[src/rtl/fir_stream_ctrl_pkg.sv]
`default_nettype none
// ============================================================================
//  Module   : fir_stream_ctrl_pkg
//  Purpose  : Shared types and constants for the FIR sample sequencer.
//             - state_e        : result-gating state (PRIME while the FIR sum
//                                pipeline is still warming up, RUN afterwards)
//             - FIR_PIPE_DEPTH : strobes before the FIR output reflects a
//                                real sample
//             - OVF_CNT_W      : width of the dropped-push counter
//  Revision : 1.0  initial release
// ============================================================================
package fir_stream_ctrl_pkg;

  typedef enum logic [0:0] {
    ST_PRIME = 1'b0,
    ST_RUN   = 1'b1
  } state_e;

  localparam int FIR_PIPE_DEPTH = 2;
  localparam int OVF_CNT_W      = 16;

endpackage : fir_stream_ctrl_pkg
`default_nettype wire

[src/rtl/fir_stream_ctrl_sync_fifo.sv]
`default_nettype none
// ============================================================================
//  Module   : fir_stream_ctrl_sync_fifo
//  Purpose  : Small synchronous FIFO buffering incoming samples.
//             A push on a full FIFO is accepted only when a pop happens in
//             the same cycle. There is no bypass: a push into an empty FIFO
//             becomes visible at the head on the following cycle.
//  Ports    : clk, rst     clock / asynchronous active-high reset
//             push_i       push request
//             data_i       push data
//             pop_i        pop request (ignored when empty)
//             data_o       head entry
//             level_o      occupancy, 0..DEPTH
//             full_o       level_o == DEPTH
//             empty_o      level_o == 0
//  Revision : 1.0  initial release
// ============================================================================
module fir_stream_ctrl_sync_fifo #(
  parameter int WIDTH = 32,
  parameter int DEPTH = 4
) (
  input  logic                     clk,
  input  logic                     rst,
  input  logic                     push_i,
  input  logic [WIDTH-1:0]         data_i,
  input  logic                     pop_i,
  output logic [WIDTH-1:0]         data_o,
  output logic [$clog2(DEPTH):0]   level_o,
  output logic                     full_o,
  output logic                     empty_o
);

  localparam int AW    = $clog2(DEPTH);
  localparam int LVL_W = AW + 1;

  logic [WIDTH-1:0] mem_q [DEPTH];
  logic [AW-1:0]    wptr_q, wptr_d;
  logic [AW-1:0]    rptr_q, rptr_d;
  logic [LVL_W-1:0] level_q, level_d;
  logic             do_push, do_pop;

  assign empty_o = (level_q == '0);
  assign full_o  = (level_q == LVL_W'(DEPTH));
  assign do_pop  = pop_i && !empty_o;
  // A full FIFO can still take a push when the head leaves in the same cycle.
  assign do_push = push_i && (!full_o || do_pop);

  always_comb begin
    wptr_d  = wptr_q;
    rptr_d  = rptr_q;
    level_d = level_q + LVL_W'(do_push) - LVL_W'(do_pop);
    if (do_push) wptr_d = wptr_q + AW'(1);
    if (do_pop)  rptr_d = rptr_q + AW'(1);
  end

  always_ff @(posedge clk or posedge rst) begin
    if (rst) begin
      wptr_q  <= '0;
      rptr_q  <= '0;
      level_q <= '0;
    end else begin
      wptr_q  <= wptr_d;
      rptr_q  <= rptr_d;
      level_q <= level_d;
    end
  end

  // Storage needs no reset; the pointers define which entries are live.
  always_ff @(posedge clk) begin
    if (do_push) mem_q[wptr_q] <= data_i;
  end

  assign data_o  = mem_q[rptr_q];
  assign level_o = level_q;

endmodule : fir_stream_ctrl_sync_fifo
`default_nettype wire

[src/rtl/fir_stream_ctrl.sv]
`default_nettype none
// ============================================================================
//  Module   : fir_stream_ctrl
//  Purpose  : Sample sequencer for the 17-tap FIR. Buffers pushed samples,
//             issues one FIR advance strobe per sample, captures the FIR
//             result one cycle after each strobe, drops the warm-up results,
//             decimates by DECIM and presents the survivors on a
//             valid/ready stream.
//  Ports    : clk, rst        clock / asynchronous active-high reset
//             in_valid/data   sample push (no back-pressure; drops on full)
//             fir_strobe_o    one-cycle FIR advance (start_i, merge_finished_i)
//             fir_data_o      sample for FIR data_i, held until next pop
//             fir_result_i    FIR data_o
//             out_valid/ready/data   result stream
//             fifo_level      input FIFO occupancy
//             ovf_o           sticky dropped-push flag
//             ovf_cnt_o       dropped-push count
//  Macro    : FIR_STREAM_OVF_CNT_EN builds the saturating dropped-push
//             counter; otherwise ovf_cnt_o is tied to zero.
//  Revision : 1.0  initial release
// ============================================================================
module fir_stream_ctrl
  import fir_stream_ctrl_pkg::*;
#(
  parameter int WIDTH      = 32,
  parameter int FIFO_DEPTH = 4,
  parameter int PRIME      = FIR_PIPE_DEPTH,
  parameter int DECIM      = 1
) (
  input  logic                          clk,
  input  logic                          rst,
  input  logic                          in_valid,
  input  logic [WIDTH-1:0]              in_data,
  output logic                          fir_strobe_o,
  output logic [WIDTH-1:0]              fir_data_o,
  input  logic [WIDTH-1:0]              fir_result_i,
  output logic                          out_valid,
  input  logic                          out_ready,
  output logic [WIDTH-1:0]              out_data,
  output logic [$clog2(FIFO_DEPTH):0]   fifo_level,
  output logic                          ovf_o,
  output logic [OVF_CNT_W-1:0]          ovf_cnt_o
);

  state_e           state_q, state_d;
  logic [7:0]       prime_cnt_q, prime_cnt_d;
  logic [7:0]       decim_cnt_q, decim_cnt_d;
  logic [7:0]       decim_nxt;
  logic             strobe_q, strobe_d;
  logic             cap_q;
  logic [WIDTH-1:0] fir_data_q, fir_data_d;
  logic             out_valid_q, out_valid_d;
  logic [WIDTH-1:0] out_data_q, out_data_d;
  logic             ovf_q, ovf_d;
  logic             load_pending, slot_free, drop;

  logic [WIDTH-1:0] fifo_head;
  logic             fifo_full, fifo_empty;

  fir_stream_ctrl_sync_fifo #(
    .WIDTH (WIDTH),
    .DEPTH (FIFO_DEPTH)
  ) u_fifo (
    .clk     (clk),
    .rst     (rst),
    .push_i  (in_valid),
    .data_i  (in_data),
    .pop_i   (strobe_d),
    .data_o  (fifo_head),
    .level_o (fifo_level),
    .full_o  (fifo_full),
    .empty_o (fifo_empty)
  );

  assign decim_nxt = (decim_cnt_q == 8'(DECIM - 1)) ? 8'd0 : decim_cnt_q + 8'd1;

  // A capture in progress that will land in the output slot reserves it:
  // a strobe issued now would capture two cycles later, and without this
  // reservation it could overwrite a result the consumer has not taken.
  assign load_pending = cap_q && (state_q == ST_RUN) && (decim_nxt == 8'd0);
  assign slot_free    = !load_pending && (!out_valid_q || out_ready);
  assign strobe_d     = !fifo_empty && !strobe_q && slot_free;
  assign drop         = in_valid && fifo_full && !strobe_d;

  always_comb begin
    state_d     = state_q;
    prime_cnt_d = prime_cnt_q;
    decim_cnt_d = decim_cnt_q;
    out_valid_d = out_valid_q;
    out_data_d  = out_data_q;
    fir_data_d  = fir_data_q;
    ovf_d       = ovf_q || drop;

    if (strobe_d) fir_data_d = fifo_head;

    // Handshake first so a same-cycle capture can refill the slot.
    if (out_valid_q && out_ready) out_valid_d = 1'b0;

    case (state_q)
      ST_PRIME: begin
        if (cap_q) begin
          if (prime_cnt_q == 8'(PRIME - 1)) begin
            state_d     = ST_RUN;
            prime_cnt_d = 8'd0;
          end else begin
            prime_cnt_d = prime_cnt_q + 8'd1;
          end
        end
      end
      ST_RUN: begin
        if (cap_q) begin
          decim_cnt_d = decim_nxt;
          if (decim_nxt == 8'd0) begin
            out_valid_d = 1'b1;
            out_data_d  = fir_result_i;
          end
        end
      end
      default: state_d = ST_PRIME;
    endcase
  end

  always_ff @(posedge clk or posedge rst) begin
    if (rst) begin
      state_q     <= ST_PRIME;
      prime_cnt_q <= 8'd0;
      decim_cnt_q <= 8'd0;
      strobe_q    <= 1'b0;
      cap_q       <= 1'b0;
      fir_data_q  <= '0;
      out_valid_q <= 1'b0;
      out_data_q  <= '0;
      ovf_q       <= 1'b0;
    end else begin
      state_q     <= state_d;
      prime_cnt_q <= prime_cnt_d;
      decim_cnt_q <= decim_cnt_d;
      strobe_q    <= strobe_d;
      cap_q       <= strobe_q;   // FIR result for a strobe is valid one cycle later
      fir_data_q  <= fir_data_d;
      out_valid_q <= out_valid_d;
      out_data_q  <= out_data_d;
      ovf_q       <= ovf_d;
    end
  end

  assign fir_strobe_o = strobe_q;
  assign fir_data_o   = fir_data_q;
  assign out_valid    = out_valid_q;
  assign out_data     = out_data_q;
  assign ovf_o        = ovf_q;

`ifdef FIR_STREAM_OVF_CNT_EN
  logic [OVF_CNT_W-1:0] ovf_cnt_q, ovf_cnt_d;

  always_comb begin
    ovf_cnt_d = ovf_cnt_q;
    if (drop && (ovf_cnt_q != '1)) ovf_cnt_d = ovf_cnt_q + OVF_CNT_W'(1);
  end

  always_ff @(posedge clk or posedge rst) begin
    if (rst) ovf_cnt_q <= '0;
    else     ovf_cnt_q <= ovf_cnt_d;
  end

  assign ovf_cnt_o = ovf_cnt_q;
`else
  assign ovf_cnt_o = '0;
`endif

endmodule : fir_stream_ctrl
`default_nettype wire

[config.mk]
export PLATFORM = sky130hd
export DESIGN_NAME = fir_stream_ctrl
export DESIGN_NICKNAME = d
export VERILOG_FILES = /design/src/rtl/fir_stream_ctrl_pkg.sv /design/src/rtl/fir_stream_ctrl_sync_fifo.sv /design/src/rtl/fir_stream_ctrl.sv
export SDC_FILE = /design/constraint.sdc
export NUM_CORES = 1
export LEC_CHECK = 0
export ABC_AREA = 0
export BUFFER_PORTS_ARGS = -buffer_cell sky130_fd_sc_hd__buf_2
export CAP_MARGIN = 20
export CORE_MARGIN = 3
export CORE_UTILIZATION = 52
export CTS_BUF_LIST = sky130_fd_sc_hd__clkbuf_4 sky130_fd_sc_hd__clkbuf_8
export DETAILED_ROUTE_END_ITERATION = 12
export HOLD_SLACK_MARGIN = 0.15
export PLACE_DENSITY = 0.82
export SLEW_MARGIN = 40
export SYNTH_ARGS = -nofsm -noshare
export SYNTH_HDL_FRONTEND = slang
export SYNTH_SLANG_ARGS = --single-unit
[constraint.sdc]
create_clock -name clk -period 3.2 [get_ports clk]
set_clock_uncertainty 0.1 [all_clocks]
set_input_delay 0 -clock clk [delete_from_list [all_inputs] [get_ports clk]]
set_output_delay 0 -clock clk [all_outputs]
set_load 0.05 [all_outputs]
==> Word level (Yosys, flattened, before mapping) <==
Memories as Yosys holds them, arrays and structs flattened. A register that Yosys moved wholly into a read port is not among the register bits.
Index checks and enable logic that the tools add are counted.
{ "totals": {"ff_bits": 60, "ramBits": 128, "input_bits": 68, "output_inout_bits": 86, "word_cells": 57, "n_memories": 1} }
{ "mem_list": {"columns": ["memory", "depth", "word_bits", "rd", "rd_ports_with_merged_regs", "wr", "line", "source"], "rows": [
  ["u_fifo.mem_q", 4, 32, 1, 1, 1, "fir_stream_ctrl_sync_fifo.sv:36", "logic [WIDTH-1:0] mem_q [DEPTH];"]
]} }
{ "op_classes": {"add_sub_neg": 6, "n_eq_ne": 2, "n_mux": 11, "n_bitwise": 1, "reduce_logical": 25} }
{ "op_table": {"columns": ["op", "n"], "rows": [
  ["$add A8 B1 Y8 const B", 2],
  ["$logic_not A8 Y1", 2],
  ["$mux W8", 2],
  ["$logic_and A1 B1 Y1", 10],
  ["$mux W1", 9],
  ["$eq A8 B1 Y1 const B", 1],
  ["$logic_not A1 Y1", 6],
  ["$add A2 B1 Y2 const B", 2],
  ["$reduce_and A2 Y1", 2],
  ["$add A3 B1 Y3", 1],
  ["$eq A3 B3 Y1 const B", 1],
  ["$logic_not A3 Y1", 1],
  ["$logic_or A1 B1 Y1", 3],
  ["$reduce_and A3 Y1", 1],
  ["$sub A3 B1 Y3", 1],
  ["$not A1 Y1", 1]
]} }

==> Logic depth before layout (Yosys ltp) <==
{ "logic_depth": {"ltp_word": 12, "mapped_depth": 11, "depth_no_buf": 11} }

==> Hierarchy <==
Synthesis repeated with hierarchy kept, for this count alone.
{ "unflattened": {"cells_unflattened": 540, "hier_area_um2": 8867.3} }
{ "by_module_without_submodules": {"columns": ["module", "instances", "cells_per_inst", "area_per_inst_um2", "seq_area_each_um2"], "rows": [
  ["fir_stream_ctrl_sync_fifo", 1, 204, 5059.9, 4018.9],
  ["fir_stream_ctrl", 1, 336, 3807.4, 2127.0]
]} }

==> Least setup slack after synthesis <==
Ideal clock, no wire load.
{ "synth_path": {"path_type": "flip-flop to flip-flop", "startpoint": "register decim_cnt_q[5]", "endpoint": "memory u_fifo.mem_q[0][0], enable pin", "setup_ns": 0.404, "arrival_ns": 2.612, "slack_ns": 0.084, "path_stages_with_launch": 8, "path_buffers": 1, "synth_period_minus_slack_ns": 3.116, "path_cell_list": "dfrtp_1 > or3_1 > or4_1 > a311oi_2 > a21oi_1 > buf_6 > or2_1 > and3_1"} }
{ "synth_via": {"elab_chain_cells": 12, "elab_cells_between_ends": 13, "classes_between": "add/sub (1); mux (3); reduce/logical (9)"} }
{ "synth_rtl": {"columns": ["element", "line", "source"], "rows": [
  ["start: declaration", "fir_stream_ctrl.sv:47", "logic [7:0] decim_cnt_q, decim_cnt_d;"],
  ["start signal: assignment", "fir_stream_ctrl.sv:137", "decim_cnt_q <= decim_cnt_d;"],
  ["$add A8 B1 Y8 or $logic_not A8 Y1 (tied branches)", "fir_stream_ctrl.sv:75", "assign decim_nxt = (decim_cnt_q == 8'(DECIM - 1)) ? 8'd0 : decim_cnt_q + 8'd1;"],
  ["$mux W8 *", "fir_stream_ctrl.sv:75", null],
  ["$logic_not A8 Y1 *", "fir_stream_ctrl.sv:80", "assign load_pending = cap_q && (state_q == ST_RUN) && (decim_nxt == 8'd0);"],
  ["$logic_and A1 B1 Y1 *", "fir_stream_ctrl.sv:80", null],
  ["$logic_not A1 Y1 *", "fir_stream_ctrl.sv:81", "assign slot_free = !load_pending && (!out_valid_q || out_ready);"],
  ["$logic_and A1 B1 Y1 *", "fir_stream_ctrl.sv:81", null],
  ["$logic_and A1 B1 Y1 *", "fir_stream_ctrl.sv:82", "assign strobe_d = !fifo_empty && !strobe_q && slot_free;"],
  ["$logic_and A1 B1 Y1 *", "fir_stream_ctrl_sync_fifo.sv:44", "assign do_pop = pop_i && !empty_o;"],
  ["$logic_or A1 B1 Y1 *", "fir_stream_ctrl_sync_fifo.sv:46", "assign do_push = push_i && (!full_o || do_pop);"],
  ["$logic_and A1 B1 Y1 *", "fir_stream_ctrl_sync_fifo.sv:46", null],
  ["$mux W1 *", "fir_stream_ctrl_sync_fifo.sv:70", "if (do_push) mem_q[wptr_q] <= data_i;"],
  ["$mux W1 (implied by the code) *", "fir_stream_ctrl_sync_fifo.sv:70", null],
  ["end: declaration", "fir_stream_ctrl_sync_fifo.sv:36", null]
]} }
Every way passes the cells marked *; elsewhere a longest branch is shown, timed or not.

==> Final worst setup path <==
{ "layout_path": {"startpoint": "register decim_cnt_q[5]", "endpoint": "register u_fifo.level_q[2] (netlist: u_fifo.level_o[2])"} }
{ "layout_via": {"elab_chain_cells": 12, "elab_cells_between_ends": 13, "classes_between": "add/sub (3); mux (1); reduce/logical (9)"} }
{ "layout_rtl": {"columns": ["element", "line", "source"], "rows": [
  ["$add A8 B1 Y8 or $logic_not A8 Y1 (tied branches)", "fir_stream_ctrl.sv:75", null],
  ["$mux W8 *", "fir_stream_ctrl.sv:75", null],
  ["$logic_not A8 Y1 *", "fir_stream_ctrl.sv:80", null],
  ["$logic_and A1 B1 Y1 *", "fir_stream_ctrl.sv:80", null],
  ["$logic_not A1 Y1 *", "fir_stream_ctrl.sv:81", null],
  ["$logic_and A1 B1 Y1 *", "fir_stream_ctrl.sv:81", null],
  ["$logic_and A1 B1 Y1 *", "fir_stream_ctrl.sv:82", null],
  ["$logic_and A1 B1 Y1 *", "fir_stream_ctrl_sync_fifo.sv:44", null],
  ["$logic_or A1 B1 Y1 *", "fir_stream_ctrl_sync_fifo.sv:46", null],
  ["$logic_and A1 B1 Y1 *", "fir_stream_ctrl_sync_fifo.sv:46", null],
  ["named net u_fifo.do_push", "fir_stream_ctrl_sync_fifo.sv:40", "logic do_push, do_pop;"],
  ["$add A3 B1 Y3 *", "fir_stream_ctrl_sync_fifo.sv:51", "level_d = level_q + LVL_W'(do_push) - LVL_W'(do_pop);"],
  ["$sub A3 B1 Y3 *", "fir_stream_ctrl_sync_fifo.sv:51", null],
  ["named net u_fifo.level_d[2]", "fir_stream_ctrl_sync_fifo.sv:39", "logic [LVL_W-1:0] level_q, level_d;"],
  ["end signal: assignment", "fir_stream_ctrl_sync_fifo.sv:64", "level_q <= level_d;"],
  ["end: declaration", "fir_stream_ctrl_sync_fifo.sv:39", null]
]} }
The timed path passes the listed nets; every way through them passes the cells marked *.
A chain may end at the register's enable or synchronous reset.

==> impl_summary.log <==
[metrics] largest net degree at the start of global routing: 63
[metrics] share of the synthesized area in the top cell type: 0.449
[metrics] cell accounting for the most synthesized area: edfxtp_1
[metrics] CTS HTree Levels: 2
[metrics] Psw: 4.53 mW
[metrics] synthesized flop and latch total: 220
[metrics] Post-DRT Antenna Nets: 0
[metrics] flip-flop cell with the highest count after synthesis: edfxtp_1
[metrics] root buf cell: clkbuf_8
[metrics] worst-margin pin slew: 825 ps
[metrics] ranking of synthesized cells by area: edfxtp_1 45%, dfrtp_1 27%, mux4_2 8.4%
[metrics] initial core utilization: 0.535
[metrics] Clock Path Buffers: 3
[metrics] worst-skew pair later-pin latency: 510 ps
[metrics] number of synthesis warnings: 0
[metrics] CTS Buf Count: 37
[metrics] fin worst setup slack: 133 ps
[metrics] Seq/Total Area, Yosys: 0.718
[metrics] wire length of the first global-routing pass: 29,100 µm
[metrics] maxcap violations: 0
[metrics] height of the die: 134 µm
[metrics] sequential cell area: 0.00615 mm²
[metrics] ys async rst share: 0.418
[metrics] Die ar.: 0.0180 mm²
[metrics] Avg Synthesized Cell Area: 18.8 µm²
[metrics] overall die width: 134 µm
[metrics] worst relative slew slack: 0.450
[metrics] row count: 46
[metrics] Port-buffer cells: 137
[metrics] Leakage: 4.63 nW
[metrics] I/O pins: 154
[metrics] outcome: finished clean
[metrics] DR vias/cell: 5.11
[metrics] Cell Area, Synth: 0.00856 mm²
[metrics] clock-pin slew of the registers on the worst-case setup and hold paths: 50 ps
[metrics] final antenna diode count: 0
[metrics] overall routed net length: 18,100 µm
[metrics] setup repair after global routing missed its margin: no
[metrics] CTS tree: done
[metrics] global-route usage over all layers: 0.205
[metrics] type of the worst min-delay path: in -> reg
[metrics] setup repair bufs after CTS: 0
[metrics] most instantiated cells after synthesis: 128 x edfxtp_1, 92 x dfrtp_1, 56 x mux2_2
[metrics] final net count: 820
[metrics] maximum VDD drop: 741 µV
[metrics] power share of the clock group: 0.216
[metrics] multi-input gate area in the final layout: 0.00228 mm²
[metrics] crit share post-route: 0.959
[metrics] highest clock frequency the design can meet: 326 MHz
[metrics] drt pass-1 iters: 4
[metrics] critical path start-end classification: reg -> reg
[metrics] via count of the first global-routing pass: 5,562
[metrics] distinct cell type count of the synthesized netlist: 45
[metrics] setup violators final: 0
[metrics] DRC: 0
[metrics] Layout area overhead: 33.9%
[metrics] type of destination of the critical path: flop
[metrics] worst setup slack before clock tree synthesis: 36.8 ps
[metrics] core region area: 0.0160 mm²
[metrics] half-perimeter wire length after detailed placement: 10,200 µm
[metrics] number of antenna violations at the first check in global routing: 0
[metrics] Setup crit start kind: flop
[metrics] synthesized netlist cell count: 455
[metrics] switching power share of the total: 0.387
[metrics] most common cell in the synthesized netlist: edfxtp_1
[metrics] proportion of layout cells with a drive suffix above 1: 0.411
[metrics] count of flip-flops with a built-in enable after synthesis: 128
[metrics] tightest hold margin: 184 ps
[metrics] crit path DAT: 3360 ps
[metrics] Period minus WS final: 3070 ps
[metrics] via count: 5,037
[metrics] combinational cell fraction of total power: 0.403
[metrics] count of routing violations after the opening detailed-route iteration: 197
[metrics] Int Pwr: 7.19 mW
[metrics] share of total power in sequential cells: 0.381
[metrics] final-report hold violation count: 0
[metrics] RD Place Congestion: 0.712
[metrics] max-slew violation count: 0
[metrics] filler cell count in the final layout: 969
[metrics] required arrival time at the worst endpoint: 3490 ps
[metrics] detail-routed net length per standard cell: 18.4 µm
[metrics] maximum fanout along the worst path: 7
[metrics] total global routing overflow: 0
[metrics] power per cell area: 1020 mW/mm²
[metrics] clock sink count: 220
[metrics] Final TNS setup: 0 ps
## cell type report
type / count / share of cell area
Tap cell: 216 / 0.0236
Clock buffer: 59 / 0.0621
Timing Repair Buffer: 266 / 0.171
Clock inverter: 7 / 0.00491
Inverter: 10 / 0.00371
Multi-Input combinational cell: 207 / 0.199
Sequential cell: 220 / 0.536
## layout by cell type, fill, tap and decap left out, drive strengths merged, types with 10 or more instances in the layout
cell and instances:
inv 10, nand2 13, edfxtp 128, conb 16, buf 144, dfrtp 92, dlygate4sd3 122, xnor2 12
mux2 66, clkbuf 59, mux4 32
## power by group through the flow
| stage | clock (mW) | sequential [mW] | combinational, mW |
|---|---|---|---|
| 4_1_cts | 2.59 | 4.46 | 4.70 |
| 2_1_floorplan | 0 | 5.88 | 2.11 |
| 6_report | 2.53 | 4.47 | 4.72 |
| 5_1_grt | 2.73 | 4.57 | 4.98 |
| 3_3_place_gp | 0 | 4.46 | 4.46 |
| 3_5_place_dp | 0 | 4.51 | 4.58 |
## repair_timing
item,in CTS,in global routing
gates resized for setup,0,3
hold endpoints to repair,231,0
endpoints found under the setup margin,0,1
hold buffers,122,0
## logic make-up after synthesis
| kind of cell | Yosys count | share of synthesized area |
|---|---|---|
| compound gates | 12 | 0.00979 |
| other cells | 1 | 0.000438 |
| simple gates | 52 | 0.0330 |
| mux | 100 | 0.178 |
| buf+inv | 43 | 0.0283 |
| fa+ha+maj | 10 | 0.0155 |
| flops | 220 | 0.718 |
| xor+xnor | 17 | 0.0174 |
## critical path, stage by stage, from the launching register on
cell	delay (ps)
dfrtp_1	420
or3_1	420
or4_4	520
a311oi_4	380
a21oi_4	140
o21ai_2	170
inv_1	60
ha_1	210
fa_1	380
xnor2_1	140
## worst paths after layout
path | slack (ps) | from | cells after the start | endpoint
setup / recovery | 130 | decim_cnt_q[5]$_DFFE_PP0P_ | 9 | u_fifo.level_o[2]$_DFF_PP0_
hold / removal | 180 | fir_result_i[1] | 3 | out_data[1]$_DFFE_PP0P_
setup reg to reg | 130 | decim_cnt_q[5]$_DFFE_PP0P_ | 9 | u_fifo.level_o[2]$_DFF_PP0_
hold reg to reg | 320 | fir_strobe_o$_DFF_PP0_ | 0 | cap_q$_DFF_PP0_
max in group asynchronous | 1500 | rst | 5 | out_data[4]$_DFFE_PP0P_
min in group asynchronous | 650 | rst | 4 | prime_cnt_q[1]$_DFFE_PP0P_
## metal layers
layer,global-route usage,part of all wire,up-vias
met5,0,0,-
met4,0.0650,0.018,0
met3,0.0488,0.060,34
met2,0.346,0.51,176
met1,0.267,0.41,2549
li1,-,-,2278
## stage by stage
| step | total power [mW] | std cells | instance area (µm²) | utilization |
|---|---|---|---|---|
| final | 11.7 | 985 | 11500 | 0.717 |
| after global routing | 12.3 | 985 | 11500 | 0.717 |
| after CTS | 11.8 | 985 | 11400 | 0.714 |
| after detailed placement | 9.09 | 797 | 9440 | 0.590 |
| after global placement | 8.92 | 797 | 9440 | 0.590 |
| after floorplan | 7.99 | 470 | 8620 | - |
## state kept, by name (all words and copies together), names as in the netlist, 2 cells and up
signal,count
u_fifo.wptr_q,2
u_fifo.level_o,3
u_fifo.rptr_q,2
u_fifo.mem_q,128
prime_cnt_q,8
decim_cnt_q,8
out_data,32
fir_data_o,32
Power figures use the tool's default switching activity.
